===== src/rtl/token_table_pkg.sv =====
// Shared types and width helpers for the token table arbiter and its round-robin sub-block.
package token_table_pkg;

  localparam int WIDTH_DEF  = 32;
  localparam int SIZE_DEF   = 64;
  localparam int NREQ_DEF   = 4;
  localparam int MAX_WR_DEF = 4;

  typedef enum logic {
    RUN   = 1'b0,
    CLEAR = 1'b1
  } state_t;

  function automatic int aw_of(input int size);
    return (size > 1) ? $clog2(size) : 1;
  endfunction

  // Requester id width never collapses to zero bits, even for a single requester.
  function automatic int id_w_of(input int nreq);
    return (nreq > 1) ? $clog2(nreq) : 1;
  endfunction

  function automatic int streak_w_of(input int max_wr);
    return (max_wr > 0) ? $clog2(max_wr + 1) : 1;
  endfunction

endpackage


===== src/rtl/rr_arbiter.sv =====
// Round-robin pick among NREQ requests starting at ptr; purely combinational, one-hot grant.
module rr_arbiter
  import token_table_pkg::*;
#(
  parameter int  NREQ = 4,
  localparam int IW   = id_w_of(NREQ)
) (
  input  logic [NREQ-1:0] req,
  input  logic [IW-1:0]   ptr,
  output logic [NREQ-1:0] grant,
  output logic [IW-1:0]   idx,
  output logic            any
);

  logic [IW-1:0] cand;

  always_comb begin
    grant = '0;
    idx   = '0;
    any   = 1'b0;
    cand  = '0;
    for (int k = 0; k < NREQ; k++) begin
      cand = IW'((int'(ptr) + k) % NREQ);
      if (!any && req[cand]) begin
        any         = 1'b1;
        grant[cand] = 1'b1;
        idx         = cand;
      end
    end
  end

endmodule


===== src/rtl/token_table_arbiter.sv =====
// Sole master of a dual-read/single-write table: one op per cycle (clear sweep > write > RR read),
// read data returned one cycle after the grant; writes yield to pending reads after MAX_WR in a row.
module token_table_arbiter
  import token_table_pkg::*;
#(
  parameter int  WIDTH  = WIDTH_DEF,
  parameter int  SIZE   = SIZE_DEF,
  parameter int  NREQ   = NREQ_DEF,
  parameter int  MAX_WR = MAX_WR_DEF,
  localparam int AW     = aw_of(SIZE),
  localparam int IW     = id_w_of(NREQ)
) (
  input  logic               clk,
  input  logic               reset,
  input  logic [NREQ-1:0]    req_valid,
  output logic [NREQ-1:0]    req_ready,
  input  logic [NREQ*AW-1:0] req_idx_a,
  input  logic [NREQ*AW-1:0] req_idx_b,
  output logic               rsp_valid,
  output logic [IW-1:0]      rsp_id,
  output logic [WIDTH-1:0]   rsp_rd1,
  output logic [WIDTH-1:0]   rsp_rd2,
  input  logic               wr_valid,
  output logic               wr_ready,
  input  logic [AW-1:0]      wr_addr,
  input  logic [WIDTH-1:0]   wr_data,
  input  logic               clr_start,
  output logic               clr_busy,
  output logic [WIDTH-1:0]   tbl_a,
  output logic [WIDTH-1:0]   tbl_b,
  output logic [WIDTH-1:0]   tbl_data,
  output logic               tbl_en,
  input  logic [WIDTH-1:0]   tbl_rd1,
  input  logic [WIDTH-1:0]   tbl_rd2
);

  localparam int SW = streak_w_of(MAX_WR);

  if (SIZE < 2 || (SIZE & (SIZE - 1)) != 0) begin : g_size_chk
    $error("token_table_arbiter: SIZE must be a power of two");
  end
  if (NREQ < 1) begin : g_nreq_chk
    $error("token_table_arbiter: NREQ must be at least 1");
  end
  if (MAX_WR < 1) begin : g_maxwr_chk
    $error("token_table_arbiter: MAX_WR must be at least 1");
  end
  if (WIDTH < AW) begin : g_width_chk
    $error("token_table_arbiter: WIDTH must hold a table index");
  end

  state_t          state_q, state_d;
  logic [IW-1:0]   rr_ptr;
  logic [IW-1:0]   gnt_idx;
  logic [NREQ-1:0] gnt;
  logic            any_req;
  logic [SW-1:0]   wr_streak;
  logic [AW-1:0]   clr_cnt;
  logic            do_wr, do_rd, go_clr, streak_full;

  rr_arbiter #(.NREQ(NREQ)) u_rr (
    .req   (req_valid),
    .ptr   (rr_ptr),
    .grant (gnt),
    .idx   (gnt_idx),
    .any   (any_req)
  );

  assign streak_full = (wr_streak == SW'(MAX_WR));

  // All grants and table drives are forced quiet while reset is held.
  always_comb begin
    state_d   = state_q;
    req_ready = '0;
    wr_ready  = 1'b0;
    clr_busy  = 1'b0;
    tbl_en    = 1'b0;
    tbl_a     = '0;
    tbl_b     = '0;
    tbl_data  = '0;
    do_wr     = 1'b0;
    do_rd     = 1'b0;
    go_clr    = 1'b0;
    if (!reset) begin
      case (state_q)
        RUN: begin
          if (clr_start) begin
            go_clr  = 1'b1;
            state_d = CLEAR;
          end else if (wr_valid && !(streak_full && any_req)) begin
            do_wr    = 1'b1;
            wr_ready = 1'b1;
            tbl_en   = 1'b1;
            tbl_a    = WIDTH'(wr_addr);
            tbl_data = wr_data;
          end else if (any_req) begin
            do_rd     = 1'b1;
            req_ready = gnt;
            tbl_a     = WIDTH'(req_idx_a[int'(gnt_idx)*AW +: AW]);
            tbl_b     = WIDTH'(req_idx_b[int'(gnt_idx)*AW +: AW]);
          end
        end
        CLEAR: begin
          clr_busy = 1'b1;
          tbl_en   = 1'b1;
          tbl_a    = WIDTH'(clr_cnt);
          if (clr_cnt == AW'(SIZE - 1)) begin
            state_d = RUN;
          end
        end
        default: state_d = RUN;
      endcase
    end
  end

  always_ff @(posedge clk) begin
    if (reset) begin
      state_q   <= RUN;
      rr_ptr    <= '0;
      wr_streak <= '0;
      clr_cnt   <= '0;
      rsp_valid <= 1'b0;
      rsp_id    <= '0;
      rsp_rd1   <= '0;
      rsp_rd2   <= '0;
    end else begin
      state_q   <= state_d;
      rsp_valid <= do_rd;
      if (do_rd) begin
        rsp_id    <= gnt_idx;
        rsp_rd1   <= tbl_rd1;
        rsp_rd2   <= tbl_rd2;
        rr_ptr    <= IW'((int'(gnt_idx) + 1) % NREQ);
        wr_streak <= '0;
      end else if (do_wr) begin
        // The streak only matters while a reader is being held off.
        if (!any_req) begin
          wr_streak <= '0;
        end else if (!streak_full) begin
          wr_streak <= wr_streak + SW'(1);
        end
      end else if (!any_req) begin
        wr_streak <= '0;
      end
      if (go_clr) begin
        clr_cnt <= '0;
      end else if (state_q == CLEAR) begin
        clr_cnt <= clr_cnt + AW'(1);
      end
    end
  end

endmodule

===== config.mk =====
export PLATFORM = sky130hd
export DESIGN_NAME = token_table_arbiter
export DESIGN_NICKNAME = d
export VERILOG_FILES = /design/src/rtl/token_table_pkg.sv /design/src/rtl/rr_arbiter.sv /design/src/rtl/token_table_arbiter.sv
export SDC_FILE = /design/constraint.sdc
export NUM_CORES = 1
export LEC_CHECK = 0
export BUFFER_PORTS_ARGS = -buffer_cell sky130_fd_sc_hd__buf_2
export CAP_MARGIN = 30
export CORE_AREA = 4 4 124 126
export DETAILED_ROUTE_END_ITERATION = 7
export DIE_AREA = 0 0 128 130
export PLACE_DENSITY = 0.66
export SYNTH_ARGS = -nofsm -noshare
export SYNTH_HDL_FRONTEND = slang
export SYNTH_SLANG_ARGS = --single-unit

===== constraint.sdc =====
create_clock -name clk -period 2.95 [get_ports clk]
set_input_delay 0 -clock clk [delete_from_list [all_inputs] [get_ports clk]]
set_output_delay 0 -clock clk [all_outputs]
set_load 0.1 [all_outputs]

-- Yosys cells after proc, flatten, opt, wreduce, memory -nomap -nowiden
Cells that the tools add are included.
- bits in registers: 79
- bits of input ports: 158
- output and inout bits: 170
- word-level logic and storage cells: 118
- add/subtract/negate cells: 6
- multipliers: 1
- $lt $le $gt $ge: 8
- eq/ne operators: 4
- shift operators: 2
- mux-type cells: 69
- bitwise logic cells: 4
- reductions and logical operators: 16
- operators with widths (kind ; count):
    two-way mux 32 bit ; 5
    case mux 32 bit (2 select lines) ; 1
    two-way mux 6 bit ; 8
    two-way mux 4 bit ; 9
    variable part select 24 x 32 -> 6 bit ; 1
    two-way mux 1 bit ; 28
    variable part select 24 x 6 -> 6 bit ; 1
    < comparator 2 x 3 -> 1 bit, second input constant ; 4
    two-way mux 3 bit ; 4
    bitwise OR 4 bit ; 3
    logical AND 1 bit ; 9
    binary-select mux 1 bit (select 2 bit) ; 4
    demux 1 bit (select 2 bit) ; 4
    >= comparator 2 x 1 -> 1 bit, second input constant ; 4
    two-way mux 2 bit ; 4
    adder 6 x 1 -> 6 bit, second input constant ; 1
    equality test 6 bit, second input constant ; 1
    adder 2 x 1 -> 2 bit, second input constant ; 2
    adder 2 bit, second input constant ; 2
    zero test 1 bit ; 4
    multiplier 2 x 2 -> 4 bit, second input constant ; 1
    inequality test 2 bit, second input constant ; 2
    case mux 1 bit (2 select lines) ; 2
    OR reduction 2 bit ; 2
    4 further kinds ; 4

-- Longest topological paths before layout
Gate-level depths: netlist of run 1.
- depth in word-level cells: 21
- mapped depth: 12
- depth with buffers taken out: 8

-- By module
From an unflattened synthesis of run 1, not the netlist that was laid out.
- cell total of the unflattened synthesis: 391
- area total of the unflattened synthesis: 4105.2 um^2
- modules (own cells, without submodules) (module ; instances ; cells each ; area an instance (um^2) ; seq. area each (um^2)):
    token_table_arbiter ; 1 ; 346 ; 3683.5 ; 1581.5
    rr_arbiter ; 1 ; 45 ; 421.7 ; 0.0

-- Worst setup path before layout of run 1
OpenSTA, ideal clock, no wires.
- kind: register -> output
- from: register rr_ptr[0]
- to: output tbl_a[0]
- data arrival time: 4.817 ns
- required time: 2.950 ns
- path slack: -1.867 ns
- cell stages (with the launch flop): 12
- buffers on the path: 4
- path through: dfxtp_1 clkbuf_1 inv_1 ha_1 buf_2 mux4_2 nor2b_4 buf_6 o211ai_4 buf_6 mux2i_1 o311ai_1
- longest elaborated chain between the ends: 19
- elaborated cells between the ends (all ways): 35
- those cells by class: 3 x add/sub; 1 x mul; 1 x shift; 21 x mux; 9 x reduce/logical
- ends and longest elaborated chain (what ; RTL line ; text):
    start, declared ; token_table_arbiter.sv:53 ; logic [IW-1:0] rr_ptr;
    start signal, assigned ; token_table_arbiter.sv:133 ; rr_ptr <= IW'((int'(gnt_idx) + 1) % NREQ);
    branches (longest 15 deep; another with multiplier 2 x 2 -> 4 bit) ; n/a ;
    two-way mux 6 bit (*) ; token_table_arbiter.sv:90 ; end else if (wr_valid && !(streak_full && any_req)) begin
    two-way mux 6 bit (*) ; token_table_arbiter.sv:87 ; if (clr_start) begin
    case mux 32 bit (2 select lines) (*) ; token_table_arbiter.sv:85 ; case (state_q)
    two-way mux 32 bit (*) ; token_table_arbiter.sv:84 ; if (!reset) begin
    end, declared ; token_table_arbiter.sv:29 ; output logic [WIDTH-1:0] tbl_a,
Mark *: on every way between the ends. The select of a mux whose other input is x is not followed.

-- Worst setup path after layout of run 1
- from: register rr_ptr[1]
- to: output tbl_a[2]
The elaborated chain is that of the path after synthesis.

==> summary.txt, run 1 <==
Yosys
  • Synth Flop Type: dfxtp_1
  • Synth async-reset ratio: 0
  • Number of synthesized flops with an enable pin: 0
  • Synth top area share: 0.362
  • Synth area leaders: dfxtp_1 36%, a22o_1 13%, buf_4 9.3%
  • Mean area per synthesized cell: 9.43 µm²
  • Synth area leader: dfxtp_1
  • Yosys warning count: 0
  • Count of state elements after synthesis: 79
  • Seq/Total Area, Yosys: 0.362
  • Cells after synthesis: 464
  • Netlist Area Pre-Place: 4370 µm²
  • Synth unique cells: 55

Clock network
  • Htree depth: 3
  • Total clock sinks: 79
  • Clock latency on the worst-skew pair: 340 ps
  • CTS clk-pin slew, worst paths: 70 ps
  • Num CTS Buffers: 9
  • CTS tree: yes
  • Root Driver: clkbuf_16
  • Clk buf depth: 2

Timing
  • Fin. Hold Viols: 0
  • Fin. max-slew vios: 0
  • Final clock period utilization by the worst path: 0.971
  • Worst Max-Slew Pin Slew: 623 ps
  • Hold slack: 40.4 ps
  • Post-route minimum period: 2860 ps
  • Unrepaired setup endpoints after global routing: yes
  • Slew HR: 0.584
  • Setup Skew: 13.8 ps
  • Endpoints failing setup: 0
  • Fmax: 349 MHz

Placed design
  • HPWL after DPL: 12400 µm
  • Placed cell areas: 6190 µm²
  • GPL Wtd Cong: 0.788
  • Placed Cells: 902
  • Port bufs: 275

Flow run
  • Max-cap violations: 0

Die
  • Core Box Area: 14300 µm²
  • Die Span Y: 130 µm
  • Die Wd: 128 µm
  • IO Count: 328
  • Initial Utilization: 0.306
  • Die area: 16600 µm²
  • Row cnt: 44

GRT
  • Largest net degree at the start of global routing: 72
  • Antenna violations before repair: 2
  • Grt ovf: 0
  • First-pass GRT wire length: 24800 µm
  • Vias in the first global route: 4635
  • Gr usage total: 0.188

Final layout
  • FILL cells: 1298
  • Layout area overhead: 66.2%
  • Fin util: 0.508
  • Final Cell Area: 7270 µm²
  • Final non-filler cell total: 995
  • Nets: 972
  • Multi-input gate area: 2630 µm²
  • Storage element area: 1590 µm²
  • Fraction of layout cells with a size suffix above 1: 0.452

Critical path
  • Critical path type: reg2out
  • Worst Path Arrival: 2860 ps
  • Critical path launch point: rr_ptr[1]
  • Worst setup EP type: output port
  • Type of element launching the critical path: flop
  • R2R cell count: 9
  • CP Max Fanout: 13
  • Reg-to-Reg End: rr_ptr[1]
  • CP Data Required Time: 2950 ps
  • R2R Setup Slk: 770 ps
  • RR Startpoint: rr_ptr[1]

Worst hold path
  • Hold path cells: 2
  • Hold-critical path endpoint: rsp_id[0]
  • HP Start: reset
  • Hold Crit Class: in2reg

Power
  • Overall power: 3.83 mW
  • PD cells: 527 nW/µm²
  • Leak: 3.48 nW
  • Peak VDD IR: 0.334 mV

Drt
  • Post-DR vias/cell: 4.83
  • Number of DRC markers in iteration 0: 182
  • Final WL: 16800 µm
  • Routed via count: 4806
  • Final ANT Viol Nets: 0
  • Mean routed wirelength per cell: 16.9 µm
  • Drt drc: 0
  • Drt pass-1 iters: 4

Outcome
  • Status: finished, final reports clean
==> flip-flops by register name, summed over array words and instances (netlist names) <==
| name | cells |
|---|---|
| wr_streak | 3 |
| rr_ptr | 2 |
| clr_cnt | 6 |
| rsp_valid | 1 |
| rsp_id | 2 |
| state_q | 1 |
| rsp_rd1 | 32 |
| rsp_rd2 | 32 |
==> layout make-up <==
cell class	count	area share
multi-input combinational	341	0.361
tap	184	0.0317
inverter	7	0.00396
antenna	3	0.00103
clock inverter	7	0.0102
sequential	79	0.219
clock buffer	9	0.0310
timing repair buffer	365	0.342
==> repair_timing <==
action                     CTS  global route
hold buffers                64             0
gates resized for setup      6            11
setup endpoints to repair   13            12
setup buffers                8             2
hold endpoints to repair    64             0
pin swaps                    1             0
==> power breakdown <==
part           internal (mW)  switching, mW
Sequential              1.11         0.0328
Combinational          0.442           1.13
Clock                  0.599          0.518
Total                   2.15           1.68
==> synthesized netlist by cell type, drive strengths merged (2+ instances only) <==
cell type and number:
o221ai 2, a21boi 3, a21oi 5, ha 11, nand4 4, mux2i 12
a211oi 8, nor2 28, xor2 5, nor4 2, nor3b 4, a221oi 8
o311ai 4, and2 33, o31ai 9, a22oi 9, or3b 2, clkbuf 24
dfxtp 79, nand2 22, o21ai 4, nand3 7, a2111oi 3, nand2b 3
nor3 5, mux4 3, xnor2 3, mux2 6, a311o 2, buf 64
o211ai 5, a22o 67, inv 7
==> layer usage <==
metal	global-route usage	vias up	routed length [µm]
met4	0.0643	0	344
met2	0.323	282	8340
li1	-	2277	-
met3	0.0594	20	1680
met5	0	-	0
met1	0.224	2227	6450
==> cell usage in the layout, fill, tap and decap left out, types with 6 or more instances in the layout <==
master,Yosys,layout
buf_12,0,19
clkbuf_16,0,9
nor2_1,28,17
a211oi_4,0,6
mux2i_1,12,11
ha_1,11,10
buf_2,5,259
nor2_2,0,11
a22o_1,67,67
a221oi_1,8,8
dlygate4sd3_1,0,64
dfxtp_1,79,77
buf_4,54,23
conb_1,1,52
nand2_1,22,22
nand3_1,7,7
and2_1,33,33
a22oi_1,9,9
==> how the worst max path moves through the flow <==
stage | endpoint | slack [ps] | depth (start not counted)
after floorplan | tbl_b[2] | -7 | 11
after global placement | tbl_a[5] | 150 | 10
after detailed placement | tbl_a[5] | 110 | 10
after CTS | tbl_a[2] | 60 | 10
after global routing | tbl_a[2] | -30 | 8
final | tbl_a[2] | 90 | 8
==> worst max-delay path, stage by stage, from the launching register on <==
cell and delay, ps:
dfxtp_4 400, mux4_2 650, or2_2 350, o21ai_4 260
buf_4 190, a2111oi_2 70, buf_4 150, o31ai_4 240
buf_12 210
==> logic make-up after synthesis <==
logic type,synth area share
AO/OA/AOI/OAI,0.257
AND/OR/NAND/NOR,0.139
buffers and inverters,0.136
flip-flops,0.362
multiplexers,0.0584
adder cells (fa/ha/maj),0.0315
XOR/XNOR,0.0160
other,0.000857
==> per-stage QoR <==
| step | setup slack, ps | setup TNS (ps) |
|---|---|---|
| 5_1_grt | -31.2 | -58.4 |
| 3_5_place_dp | 108 | 0 |
| 4_1_cts | 60.2 | 0 |
| 2_1_floorplan | -6.58 | -20.7 |
| 3_3_place_gp | 150 | 0 |
| 6_report | 85.8 | 0 |
Note: power is estimated with default switching activity, not from simulation.
==> run 2: changes to the inputs <==
--- a/config.mk
+++ b/config.mk
@@ -7,10 +7,12 @@
 export LEC_CHECK = 0
 export BUFFER_PORTS_ARGS = -buffer_cell sky130_fd_sc_hd__buf_2
 export CAP_MARGIN = 30
-export CORE_AREA = 4 4 124 126
+export CELL_PAD_IN_SITES_DETAIL_PLACEMENT = 1
+export CELL_PAD_IN_SITES_GLOBAL_PLACEMENT = 2
+export CORE_MARGIN = 4
+export CORE_UTILIZATION = 19
 export DETAILED_ROUTE_END_ITERATION = 7
-export DIE_AREA = 0 0 128 130
-export PLACE_DENSITY = 0.66
+export PLACE_DENSITY_LB_ADDON = 0.1
 export SYNTH_ARGS = -nofsm -noshare
 export SYNTH_HDL_FRONTEND = slang
 export SYNTH_SLANG_ARGS = --single-unit
==> run 2 against run 1 <==
  * Cell count rose by 10%
  * Combinational power is 4% higher
  * Hold slack got worse by 12 ps
  * Core utilization down 16 points
  * Via count decreased by 0.31%
  * Sequential power about the same
  * Setup slack better by 8.4 ps
  * Critical path depth rose by 1
  * Clock power barely moved
==> summary.txt, run 2 (synthesis results as in run 1) <==
Critical path
  • R2R cell count: 8 (-1)
  • CP Max Fanout: 9 (-4)
  • RR Startpoint: wr_streak[0]
  • Worst Path Arrival: 2860 ps (about the same)
  • Worst setup EP type: output port
  • R2R Setup Slk: 630 ps (-140 ps)
  • Critical path type: reg2out
  • Reg-to-Reg End: rsp_rd2[18]
  • Type of element launching the critical path: flop
  • CP Data Required Time: 2950 ps (about the same)

Clock network
  • Num CTS Buffers: 9 (unchanged)
  • Htree depth: 3 (unchanged)
  • Root Driver: clkbuf_16
  • Clk buf depth: 2 (unchanged)
  • CTS tree: yes
  • Clock latency on the worst-skew pair: 340 ps (about the same)
  • CTS clk-pin slew, worst paths: 70 ps (about the same)
  • Total clock sinks: 79 (unchanged)

GRT
  • Largest net degree at the start of global routing: 70 (-2.8%)
  • GR Util met2: 0.259 (-0.0633)
  • Gr usage total: 0.140 (-0.0479)
  • Antenna violations before repair: 0 (-2)
  • First-pass GRT wire length: 28900 µm (+16%)
  • Busiest grt layer: met2
  • Vias in the first global route: 5155 (+11%)
  • GR met1 Demand/Resource: 0.156 (-0.0676)
  • Grt ovf: 0 (unchanged)
  • Met3 GRT Util: 0.0439 (-0.0155)

Timing
  • Fmax: 350 MHz (+0.29%)
  • Fin. Hold Viols: 0 (unchanged)
  • Post-route minimum period: 2860 ps (-8.40 ps)
  • Hold slack: 28.6 ps (-11.8 ps)
  • Unrepaired setup endpoints after global routing: yes
  • Worst Max-Slew Pin Slew: 595 ps (-28.6 ps)
  • Setup tns final: 0 ps (unchanged)
  • Setup Skew: 7.22 ps (-6.57 ps)
  • Slew HR: 0.601 (+0.0170)
  • Final clock period utilization by the worst path: 0.968 (-0.00285)
  • Endpoints failing setup: 0 (unchanged)
  • Fin. max-slew vios: 0 (unchanged)

Die
  • Initial Utilization: 0.193 (-0.112)
  • Die Span Y: 160 µm (+23%)
  • Row cnt: 55 (+25%)
  • Die area: 25500 µm² (+53%)
  • Core Box Area: 22600 µm² (+58%)
  • IO Count: 328 (unchanged)
  • Die Wd: 160 µm (+25%)

Drt
  • Final WL: 18800 µm (+11%)
  • Mean routed wirelength per cell: 17.1 µm (+1.2%)
  • Drt pass-1 iters: 4 (unchanged)
  • Number of DRC markers in iteration 0: 163 (-10%)
  • Routed via count: 4791 (-0.31%)
  • Post-DR vias/cell: 4.37 (-9.5%)
  • Drt drc: 0 (unchanged)
  • Final ANT Viol Nets: 0 (unchanged)

Flow run
  • Max-cap violations: 0 (unchanged)

Final layout
  • Nets: 975 (+0.31%)
  • Commonest non-fill, non-tap cell in the layout: buf_2
  • Layout area overhead: 81.6%
  • Final non-filler cell total: 1096 (+10%)
  • Top Registers: rsp_rd1 x32, rsp_rd2 x32, clr_cnt x6
  • Commonest non-fill, non-tap cells in the layout: 227 x buf_2, 77 x dfxtp_1, 67 x a22o_1, 64 x dlygate4sd3_1
  • Antenna Diode Count: 0 (-3)
  • Fraction of layout cells with a size suffix above 1: 0.455 (+0.00326)

Placed design
  • Port bufs: 275 (unchanged)
  • HPWL after DPL: 14300 µm (+16%)
  • Placed Cells: 1002 (+11%)
  • GPL Wtd Cong: 0.736 (-6.5%)

Power
  • Leak: 3.59 nW (+3.3%)
  • Peak VDD IR: 0.245 mV (-27%)
  • PD cells: 489 nW/µm² (-7.3%)

Outcome
  • Status: finished, final reports clean

Worst hold path
  • Hold Crit Class: in2reg
  • Hold path cells: 2 (unchanged)
  • Hold-critical path endpoint: rsp_id[0]
  • HP Start: reset
-- run 2: cell count changes in the layout (fill, tap and decap cells not counted), sizes merged --
cell	delta
clkinvlp	+1
inv	-1
buf	+3
diode	-3
-- run 2: worst max-delay path by stage --
stage,from,end,slack (ps),cells past startpoint
floorplan,rr_ptr[0],tbl_b[2],-7,11
global placement,rr_ptr[1],tbl_a[1],210,10
detailed placement,rr_ptr[1],tbl_a[1],110,10
CTS,rr_ptr[1],tbl_b[1],7,10
global route,rr_ptr[1],tbl_a[5],-40,11
finish,rr_ptr[1],tbl_a[4],90,9
-- run 2: where the power goes --
group | internal (mW) | switching, mW
logic | 0.487 | 1.15
registers | 1.11 | 0.0328
clock network | 0.590 | 0.507
-- run 2: cell type report --
type,count,area (µm²)
Clock buffer,9,225
Clock inverter,7,63.8
Timing Repair Buffer,368,3010
Tap cell,285,357
Fill cell,2616,14700
Inverter,7,32.5
Sequential cell,79,1590
Multi-Input combinational cell,341,2670
-- run 2: per-stage QoR --
stage,setup WS [ps],total power [mW],util,cell area (µm²)
after floorplan,-6.58,2.35,-,4770
after global placement,208,2.65,0.300,6800
after detailed placement,113,2.66,0.300,6800
after CTS,7.26,3.91,0.346,7840
after global routing,-38.2,4.07,0.351,7950
final,94.2,3.88,0.351,7950
-- run 2: layer usage --
layer  share of wire  vias up
met2            0.51      191
met3           0.070       18
met4           0.017        0
li1                -     2278
met1            0.40     2304
met5               0        -
-- run 2: worst max-delay path: stages, from the launching register on --
cell	delay, ps
dfxtp_4	380
clkinvlp_4	110
ha_4	290
o21a_1	170
o221ai_1	280
o21ai_4	190
a311o_1	350
a221o_1	270
a31o_1	230
buf_4	230
-- run 2: what timing repair did --
action / in CTS / in global routing
hold buffers: 64 / 0
hold endpoints to repair: 64 / 0
setup buffers: 9 / 5
pin swaps: 3 / 5
gates cloned: 0 / 0
setup endpoints to repair: 12 / 16
resized for setup: 13 / 12
